[config.mk]
export PLATFORM = sky130hd
export DESIGN_NAME = accumulator_64b_reg_hs
export DESIGN_NICKNAME = d
export VERILOG_FILES = /design/src/rtl/mac_pkg.sv /design/src/rtl/accumulator_sat_add.sv /design/src/rtl/accumulator_64b_reg_hs.sv
export SDC_FILE = /design/constraint.sdc
export NUM_CORES = 1
export LEC_CHECK = 0
export CAP_MARGIN = 10
export CORE_MARGIN = 4
export CORE_UTILIZATION = 48
export DETAILED_ROUTE_END_ITERATION = 6
export GPL_TIMING_DRIVEN = 0
export PLACE_DENSITY = 0.72
export RECOVER_POWER = 25
export SLEW_MARGIN = 20
export SYNTH_ARGS = -nofsm -noshare
export SYNTH_HDL_FRONTEND = slang
export SYNTH_HIERARCHICAL = 1
export SYNTH_SLANG_ARGS = --single-unit
[constraint.sdc]
create_clock -name iClk -period 11.7 [get_ports iClk]
set_input_delay 1.17 -clock iClk [delete_from_list [all_inputs] [get_ports iClk]]
set_output_delay 1.17 -clock iClk [all_outputs]
set_load 0.02 [all_outputs]
[src/rtl/mac_pkg.sv]
// Shared multiply-accumulate constants and types, common to the multiplier and accumulator.
package mac_pkg;

  localparam int unsigned MUL_IBITWIDTH   = 32;
  localparam int unsigned PROD_BITWIDTH   = 2 * MUL_IBITWIDTH;
  localparam int unsigned ACC_BITWIDTH    = 72;
  localparam int unsigned ACC_LEN_DEFAULT = 4;

  typedef enum logic [1:0] {
    ACC_IDLE,
    ACC_ADD,
    ACC_DONE
  } acc_op_e;

  // Group counter width; a single-product group still needs one bit.
  function automatic int unsigned cnt_bits(input int unsigned len);
    return (len <= 1) ? 1 : $clog2(len);
  endfunction

endpackage

[src/rtl/accumulator_sat_add.sv]
// Accumulator adder: OBITWIDTH + zero-extended IBITWIDTH operand.
// ACC_SAT_EN selects clamp-to-all-ones on carry-out; otherwise wraps and oSat is 0.
module accumulator_sat_add #(
  parameter int unsigned IBITWIDTH = 64,
  parameter int unsigned OBITWIDTH = 72
) (
  input  logic [OBITWIDTH-1:0] iA,
  input  logic [IBITWIDTH-1:0] iB,
  output logic [OBITWIDTH-1:0] oSum,
  output logic                 oSat
);

`ifdef ACC_SAT_EN
  logic [OBITWIDTH:0] w_full;

  assign w_full = {1'b0, iA} + (OBITWIDTH+1)'(iB);
  assign oSat   = w_full[OBITWIDTH];
  assign oSum   = w_full[OBITWIDTH] ? '1 : w_full[OBITWIDTH-1:0];
`else
  assign oSum = iA + OBITWIDTH'(iB);
  assign oSat = 1'b0;
`endif

endmodule

[src/rtl/accumulator_64b_reg_hs.sv]
// Groups LEN accepted products into one sum held in a valid/ready output buffer.
// Optional ACC_SAT_EN: saturating adds with a per-group oSat flag.
module accumulator_64b_reg_hs
  import mac_pkg::*;
#(
  parameter int unsigned LEN       = ACC_LEN_DEFAULT,
  parameter int unsigned IBITWIDTH = PROD_BITWIDTH,
  parameter int unsigned OBITWIDTH = ACC_BITWIDTH
) (
  input  logic                 iClk,
  input  logic                 iRst,
  input  logic                 iEn,
  input  logic                 iClr,
  input  logic                 iValid,
  input  logic [IBITWIDTH-1:0] iData,
  output logic                 oReady,
  output logic                 oValid,
  output logic [OBITWIDTH-1:0] oData,
  input  logic                 iReady,
  output logic                 oSat
);

  localparam int unsigned CW = cnt_bits(LEN);

  logic [OBITWIDTH-1:0] r_acc;
  logic [OBITWIDTH-1:0] r_data;
  logic [CW-1:0]        r_cnt;
  logic                 r_valid;
  logic [OBITWIDTH-1:0] w_sum;
  logic                 w_sat;
  logic                 w_ready;
  acc_op_e              w_op;

  assign w_ready = iEn & ~iClr & (~r_valid | iReady);
  assign oReady  = w_ready;
  assign oValid  = r_valid;
  assign oData   = r_data;

  accumulator_sat_add #(
    .IBITWIDTH (IBITWIDTH),
    .OBITWIDTH (OBITWIDTH)
  ) u_add (
    .iA   (r_acc),
    .iB   (iData),
    .oSum (w_sum),
    .oSat (w_sat)
  );

  always_comb begin
    w_op = ACC_IDLE;
    if (iValid & w_ready)
      w_op = (r_cnt == CW'(LEN - 1)) ? ACC_DONE : ACC_ADD;
  end

  // A completion always wins over a drain, so a same-cycle drain+load keeps oValid high.
  always_ff @(posedge iClk or posedge iRst) begin
    if (iRst) begin
      r_acc   <= '0;
      r_cnt   <= '0;
      r_valid <= 1'b0;
      r_data  <= '0;
    end else if (iClr) begin
      r_acc   <= '0;
      r_cnt   <= '0;
      r_valid <= 1'b0;
    end else begin
      case (w_op)
        ACC_ADD: begin
          r_acc <= w_sum;
          r_cnt <= r_cnt + CW'(1);
          if (r_valid & iReady) r_valid <= 1'b0;
        end
        ACC_DONE: begin
          r_data  <= w_sum;
          r_valid <= 1'b1;
          r_acc   <= '0;
          r_cnt   <= '0;
        end
        default: begin
          if (r_valid & iReady) r_valid <= 1'b0;
        end
      endcase
    end
  end

`ifdef ACC_SAT_EN
  logic r_grp_sat;
  logic r_sat;

  always_ff @(posedge iClk or posedge iRst) begin
    if (iRst) begin
      r_grp_sat <= 1'b0;
      r_sat     <= 1'b0;
    end else if (iClr) begin
      r_grp_sat <= 1'b0;
      r_sat     <= 1'b0;
    end else begin
      case (w_op)
        ACC_ADD:  r_grp_sat <= r_grp_sat | w_sat;
        ACC_DONE: begin
          r_sat     <= r_grp_sat | w_sat;
          r_grp_sat <= 1'b0;
        end
        default: ;
      endcase
    end
  end

  assign oSat = r_sat;
`else
  // The wrap-mode adder drives its sat flag to constant 0.
  assign oSat = w_sat;
`endif

endmodule

==> flow_summary_export.csv, run 1 <==
group,metric,value,unit
clocking,root_buffer,"clkbuf_16",
timing,slew_violations,60,
synth,seq_area_frac_synth,38.26,%
clocking,numCtsBuffers,17,
critical_path,critPathArrivalTime,4.76,ns
synth,synth_compound_area_share,23.50,%
synth,synth_cell_type_count,77,
global_route,grtUsageTotal,22.36,%
floorplanning,dieArea,22360,µm²
finish,layout.nets,1241,
synth,muxShareOfSynthArea,8.653,%
timing,slew_headroom,-79.79,%
routing,drc,0,
clocking,tritoncts,"built",
synth,yosysTopAreaCellShare,38.26,%
synth,synth_top_cells_by_count,"dfrtp_1 (147), mux2_2 (73), a21oi_1 (72), a22o_1 (72), nand2_1 (68)",
timing,finalCriticalPeriod,4.450,ns
clocking,postCtsHoldBufs,0,
clocking,clock-sinks,147,
global_route,grt_pass1_wl,40500,µm
place,preCtsSetupSlack,6.918,ns
min_path,hold_class,"flop to flop",
routing,ant_nets,0,
routing,wl_per_cell,17.80,µm
power_and_ir_drop,peakVddDrop,0.09831,mV
floorplanning,dieHeight,149.5,µm
floorplanning,ios,145,
synth,synthesis.instances,942,
synth,yosys.area.top_type,"dfrtp_1",
synth,synthTopCellsByArea,"dfrtp_1 (38%), mux2_2 (8.5%), ha_1 (8.5%)",
routing,routed_wl,24610,µm
timing,rsz0062_at_grt,"false",
synth,synthXorXnorAreaFrac,5.921,%
power_and_ir_drop,power_frac_comb,23.7,%
timing,clock-skew-final,0.007373,ns
synth,syn-num-nets,1078,
synth,syn-cell-area,9615,µm²
critical_path,cp_max_fo,4,
finish,drive_above_1_share,15.56,%
routing,vias_per_cell,5.821,
power_and_ir_drop,seq_power_share,35.9,%
timing,setup_slack,7.250,ns
timing,tightest_slew,2.682,ns
outcome,violations,"max-capacitance violations, max-slew violations",
global_route,antenna_found_initial,0,
flow_run,max_cap_violations,1,
power_and_ir_drop,p_clk_share,40.4,%
outcome,status,"complete, but fails checks",
floorplanning,floorplan.rows,51,
synth,ys_ff_latch,147,
global_route,gr-total-overflow,0,
min_path,hold_depth,1,
synth,yosys.area_share.simple,10.94,%
place,routabilityCongestion,0.9003,
place,post-dp-hpwl,18580,µm
critical_path,startpoint_type,"input pin",
clocking,cts_buffer_depth,2,
clocking,htreeDepth,4,
synth,synth_flop_cell,"dfrtp_1",
timing,min_period_over_period,38.03,%
critical_path,crit_type,"input pin to flop",
place,port_buffers,143,
routing,vias,8051,
floorplanning,dieWidth,149.5,µm
routing,drtIter0Drc,503,
finish,antenna_cells,0,
synth,async_reset_ff_share,100.0,%
critical_path,r2r_cells,12,
routing,first_pass_iters,6,
critical_path,ff2ff_setup_slack,8.02,ns
power_and_ir_drop,switchingPower,0.4376,mW
critical_path,crit_required,12.01,ns
synth,synthAdderAreaFrac,8.666,%
clocking,clock_insertion_delay_worst_skew,0.42,ns
synth,synth_top_family_by_area,"compound AO/OA/AOI/OAI gates",
power_and_ir_drop,total_power,1.524,mW
finish,syn2layout_area_growth,25.52,%
clocking,post-cts-setup-buffers,0,
timing,setup_viol_count_final,0,
timing,clock.fmax,224.7,MHz
power_and_ir_drop,power_density,126.3,nW/µm²
floorplanning,coreArea,19590,µm²
synth,yosysMostFrequentCell,"dfrtp_1",
power_and_ir_drop,p_leak,5.702,nW
timing,fin_tns_setup,0,ns
synth,avgSynthCellArea,10.21,µm²
critical_path,end_kind,"flop",
global_route,grt_pass1_vias,7892,
clocking,cts_resized,0,
synth,yosys_warnings,6,
floorplanning,initial_core_util,49.08,%
power_and_ir_drop,switching_share,28.70,%
clocking,path_clk_slew,0.06,ns
timing,hold_violations,0,
power_and_ir_drop,internal-power,1.087,mW
global_route,grt_max_degree,89,
synth,synth-edff-count,0,
cells in the final DEF, fill, tap and decap left out, drive strengths merged, types with 4 or more instances in the layout:
cell | synthesis | final
nand2b | 7 | 7
a221o | 4 | 4
o21ai | 52 | 52
xnor2 | 41 | 41
o21a | 6 | 6
nor2b | 5 | 5
clkbuf | 15 | 38
nor2 | 45 | 45
clkinv | 0 | 4
a211oi | 7 | 7
mux2 | 73 | 73
o31ai | 4 | 4
a22o | 73 | 73
ha | 65 | 65
and3 | 6 | 6
a221oi | 6 | 6
nand2 | 70 | 70
a2111oi | 4 | 4
nor3 | 15 | 15
dfrtp | 147 | 147
or3 | 9 | 9
a21o | 34 | 34
bufinv | 0 | 5
inv | 22 | 21
and2 | 6 | 6
nand3 | 14 | 14
nand4 | 19 | 19
clkdlybuf4s50 | 0 | 141
a21oi | 75 | 75
xor2 | 24 | 24
o21bai | 14 | 14
a31oi | 8 | 8
buf | 34 | 35
power by group through the flow:
stage	Sequential (mW)	Clock [mW]	Combinational [mW]
5_1_grt	0.550	0.651	0.397
2_1_floorplan	0.561	0	0.244
4_1_cts	0.547	0.627	0.360
3_3_place_gp	0.556	0	0.352
3_5_place_dp	0.556	0	0.357
6_report	0.547	0.616	0.361
critical path, cell delays in order:
cell and delay [ns]:
clkdlybuf4s50_1 0.41, ha_1 0.22, fa_1 0.42, a21oi_1 0.23
o21ai_0 0.14, a21oi_1 0.34, o221ai_2 0.23, a31oi_2 0.42
nor4_2 0.13, nor2_1 0.33, o21ai_0 0.23, xor2_1 0.20
mux2_2 0.29
per-layer routing:
metal  track usage [%]  up-vias  share of wire, %
li1                  -     3852                 -
met1             32.15     3902                47
met2             34.64      263                46
met3             3.937       34               6.0
met4             6.773        0               1.8
met5                 0        -                 0
cell type report:
| class | instances | area (µm²) |
|---|---|---|
| Sequential cell | 147 | 3679 |
| Clock buffer | 23 | 488.0 |
| Tap cell | 265 | 331.6 |
| Multi-Input combinational cell | 724 | 5550 |
| Fill cell | 1718 | 7521 |
| Clock inverter | 9 | 173.9 |
| Timing Repair Buffer | 144 | 1459 |
| Inverter | 22 | 83.83 |
| Buffer | 49 | 304.0 |
state kept, by name (all words and copies together), names as in the netlist:
register	cells
oValid	1
oData	72
r_acc	72
r_cnt	2
path summary, 6_finish.rpt:
path / startpoint / end
worst max-delay path: iData[0] / oData[56]$_DFFE_PP0P_
worst min-delay path: oData[54]$_DFFE_PP0P_ / oData[54]$_DFFE_PP0P_
worst max register to register: r_acc[0]$_DFFE_PP0P_ / oData[56]$_DFFE_PP0P_
worst min register to register: oData[54]$_DFFE_PP0P_ / oData[54]$_DFFE_PP0P_
max in group asynchronous: iRst / oData[62]$_DFFE_PP0P_
min in group asynchronous: iRst / oData[2]$_DFFE_PP0P_
cell families (layout without fill, tap and decap cells):
logic type / count (synthesis) / after routing
other cells: 1 / 1
flops: 147 / 147
fa+ha+maj: 66 / 66
buf+inv: 71 / 247
xor+xnor: 65 / 65
mux: 74 / 74
compound gates: 310 / 310
simple gates: 208 / 208
through the flow:
stage | hold slack (ns) | area [µm²] | utilization (%) | cells
after global routing | 0.5170 | 12070 | 61.61 | 1383
after global placement | 0.4885 | 11380 | 58.08 | 1350
after detailed placement | 0.4885 | 11410 | 58.26 | 1351
final | 0.5012 | 12070 | 61.61 | 1383
after CTS | 0.5075 | 12080 | 61.64 | 1383
after floorplan | 0.4723 | 9615 | - | 942
(Power assumes the default switching activity.)
==> run 2: changes to the inputs <==
PLACE_DENSITY = 0.75   (was 0.72)
clock period = 3.57 ns   (was 11.7 ns; I/O delays follow)
==> flow_summary_export.csv, run 2 (synthesis gave the netlist of run 1 again) <==
group,metric,value,unit
critical_path,critPathArrivalTime,3.77,ns
critical_path,r2r_cells,11,
place,port_buffers,143,
power_and_ir_drop,p_clk_share,38.4,%
global_route,grt_max_degree,35,
floorplanning,ios,145,
critical_path,ff2ff_setup_slack,0.11,ns
finish,layout_common_cells,"dfrtp_1 (147), clkdlybuf4s50_1 (142), mux2_2 (73), a22o_1 (72), a21oi_1 (70)",
floorplanning,dieHeight,149.5,µm
finish,layout.nets,1244,
clocking,path_clk_slew,0.06,ns
critical_path,slowest_stage,"a221oi_1",
timing,hold_violations,0,
floorplanning,dieArea,22360,µm²
global_route,grt_pass1_vias,7984,
critical_path,worst_r2r_endpoint,"oData[65]$_DFFE_PP0P_",
global_route,antenna_found_initial,0,
critical_path,r2r-start,"r_acc[12]$_DFFE_PP0P_",
critical_path,path_buf_inv,0,
power_and_ir_drop,power_frac_comb,24.6,%
power_and_ir_drop,total_power,4.846,mW
routing,first_pass_iters,7,
finish,antenna_cells,0,
clocking,tritoncts,"built",
outcome,status,"complete, but fails checks",
timing,slew_violations,100,
global_route,gr-total-overflow,0,
timing,rsz0062_at_grt,"false",
critical_path,crit_type,"flop to flop",
global_route,grtUsageTotal,23.17,%
finish,fillerInstances,1664,
timing,setup_viol_count_final,0,
global_route,grt_pass1_wl,41590,µm
routing,drc,5,
power_and_ir_drop,power_density,402.5,nW/µm²
floorplanning,initial_core_util,49.08,%
timing,clock-skew-final,0.01158,ns
clocking,clock-sinks,147,
power_and_ir_drop,peakVddDrop,0.3391,mV
routing,drtIter0Drc,641,
timing,clock.fmax,289.1,MHz
routing,vias,8035,
place,routabilityCongestion,0.9135,
critical_path,worstPathCellList,"ha_1 -> a21oi_1 -> o21ai_1 -> a221oi_1 -> nand3_2 -> a21oi_2 -> o21ai_2 -> a211oi_1 -> o21ai_0 -> xor2_1 -> mux2_2",
place,post-dp-hpwl,19390,µm
power_and_ir_drop,switchingPower,1.481,mW
power_and_ir_drop,seq_power_share,37.0,%
timing,min_period_over_period,96.89,%
flow_run,max_cap_violations,3,
critical_path,cp.depth,11,
power_and_ir_drop,switching_share,30.56,%
finish,mostFrequentLayoutCell,"dfrtp_1",
critical_path,slowest_delay,0.42,ns
clocking,cts_buffer_depth,2,
clocking,postCtsHoldBufs,0,
clocking,root_buffer,"clkbuf_16",
routing,wl_per_cell,18.38,µm
critical_path,cp_max_fo,6,
clocking,clock_insertion_delay_worst_skew,0.43,ns
critical_path,crit_family,"compound AO/OA/AOI/OAI gates",
routing,routed_wl,25460,µm
critical_path,startpoint,"r_acc[12]$_DFFE_PP0P_",
clocking,post-cts-setup-buffers,0,
timing,finalCriticalPeriod,3.459,ns
critical_path,crit_required,3.88,ns
critical_path,cp-endpoint,"oData[65]$_DFFE_PP0P_",
critical_path,startpoint_type,"flop",
finish,finish.utilization,61.46,%
min_path,hold_class,"flop to flop",
clocking,htreeDepth,4,
clocking,numCtsBuffers,17,
finish,syn2layout_area_growth,25.22,%
power_and_ir_drop,p_leak,5.667,nW
floorplanning,floorplan.rows,51,
routing,ant_nets,0,
floorplanning,coreArea,19590,µm²
critical_path,end_kind,"flop",
finish,drive_above_1_share,15.98,%
timing,slew_headroom,-22.41,%
power_and_ir_drop,internal-power,3.365,mW
timing,tightest_slew,1.836,ns
routing,vias_per_cell,5.801,
place,preCtsSetupSlack,-0.3779,ns
outcome,violations,"design-rule violations, max-capacitance violations, max-slew violations",
floorplanning,dieWidth,149.5,µm
timing,setup_slack,0.1110,ns
==> run 2: worst reg2reg max path, stage by stage (launching register included) <==
cell      delay [ns]
dfrtp_1         0.40
ha_1            0.39
a21oi_1         0.24
o21ai_1         0.12
a221oi_1        0.42
nand3_2         0.24
a21oi_2         0.31
o21ai_2         0.17
a211oi_1        0.38
o21ai_0         0.20
xor2_1          0.20
mux2_2          0.28
==> run 2: power by group through the flow <==
stage / sequential, mW / combinational [mW] / clock, mW
after floorplan: 1.84 / 0.800 / 0
after global placement: 1.82 / 1.15 / 0
after detailed placement: 1.82 / 1.17 / 0
after CTS: 1.79 / 1.19 / 1.90
after global routing: 1.80 / 1.31 / 1.97
final: 1.79 / 1.19 / 1.86
==> run 2: area by class of cell <==
type | count | area (µm²) | area share (%)
inverters | 22 | 83.83 | 0.6962
clock inverters | 12 | 156.4 | 1.299
flip-flops and latches | 147 | 3679 | 30.55
repair buffers | 147 | 1463 | 12.15
plain buffers | 49 | 304.0 | 2.525
well taps | 265 | 331.6 | 2.754
clock buffers | 19 | 442.9 | 3.679
multi-input cells | 724 | 5580 | 46.35
==> run 2: per-stage QoR <==
| step | area (µm²) | setup TNS (ns) | hold slack (ns) | std cells |
|---|---|---|---|---|
| after floorplan | 9619 | 0 | 0.4201 | 942 |
| after global routing | 12040 | 0 | 0.5179 | 1385 |
| after CTS | 12070 | 0 | 0.3157 | 1385 |
| after global placement | 11380 | -5.841 | 0.4885 | 1350 |
| final | 12040 | 0 | 0.5035 | 1385 |
| after detailed placement | 11460 | -5.634 | 0.4908 | 1354 |
==> run 2: repair_timing <==
item	4_1_cts	5_1_grt
resized for setup	1	5
setup endpoints to repair	4	15
cloned	0	0
==> run 2: worst min-delay path by stage <==
stage	from	end	slack (ns)	cells after the start
after detailed placement	r_acc[21]$_DFFE_PP0P_	r_acc[21]$_DFFE_PP0P_	0.49	1
after global placement	r_acc[33]$_DFFE_PP0P_	r_acc[33]$_DFFE_PP0P_	0.49	1
after CTS	iRst	oData[20]$_DFFE_PP0P_	0.32	2
after global routing	oData[17]$_DFFE_PP0P_	oData[17]$_DFFE_PP0P_	0.52	1
after floorplan	iClr	r_cnt[0]$_DFFE_PP0P_	0.42	1
final	r_acc[41]$_DFFE_PP0P_	r_acc[41]$_DFFE_PP0P_	0.50	1
==> run 2: metal layers <==
layer / global-route usage [%] / wire, µm / up-vias
met5: 0 / 0 / -
met4: 4.348 / 196 / 0
met3: 4.603 / 1217 / 14
met2: 37.15 / 11980 / 235
met1: 33.05 / 12070 / 3941
li1: - / - / 3845
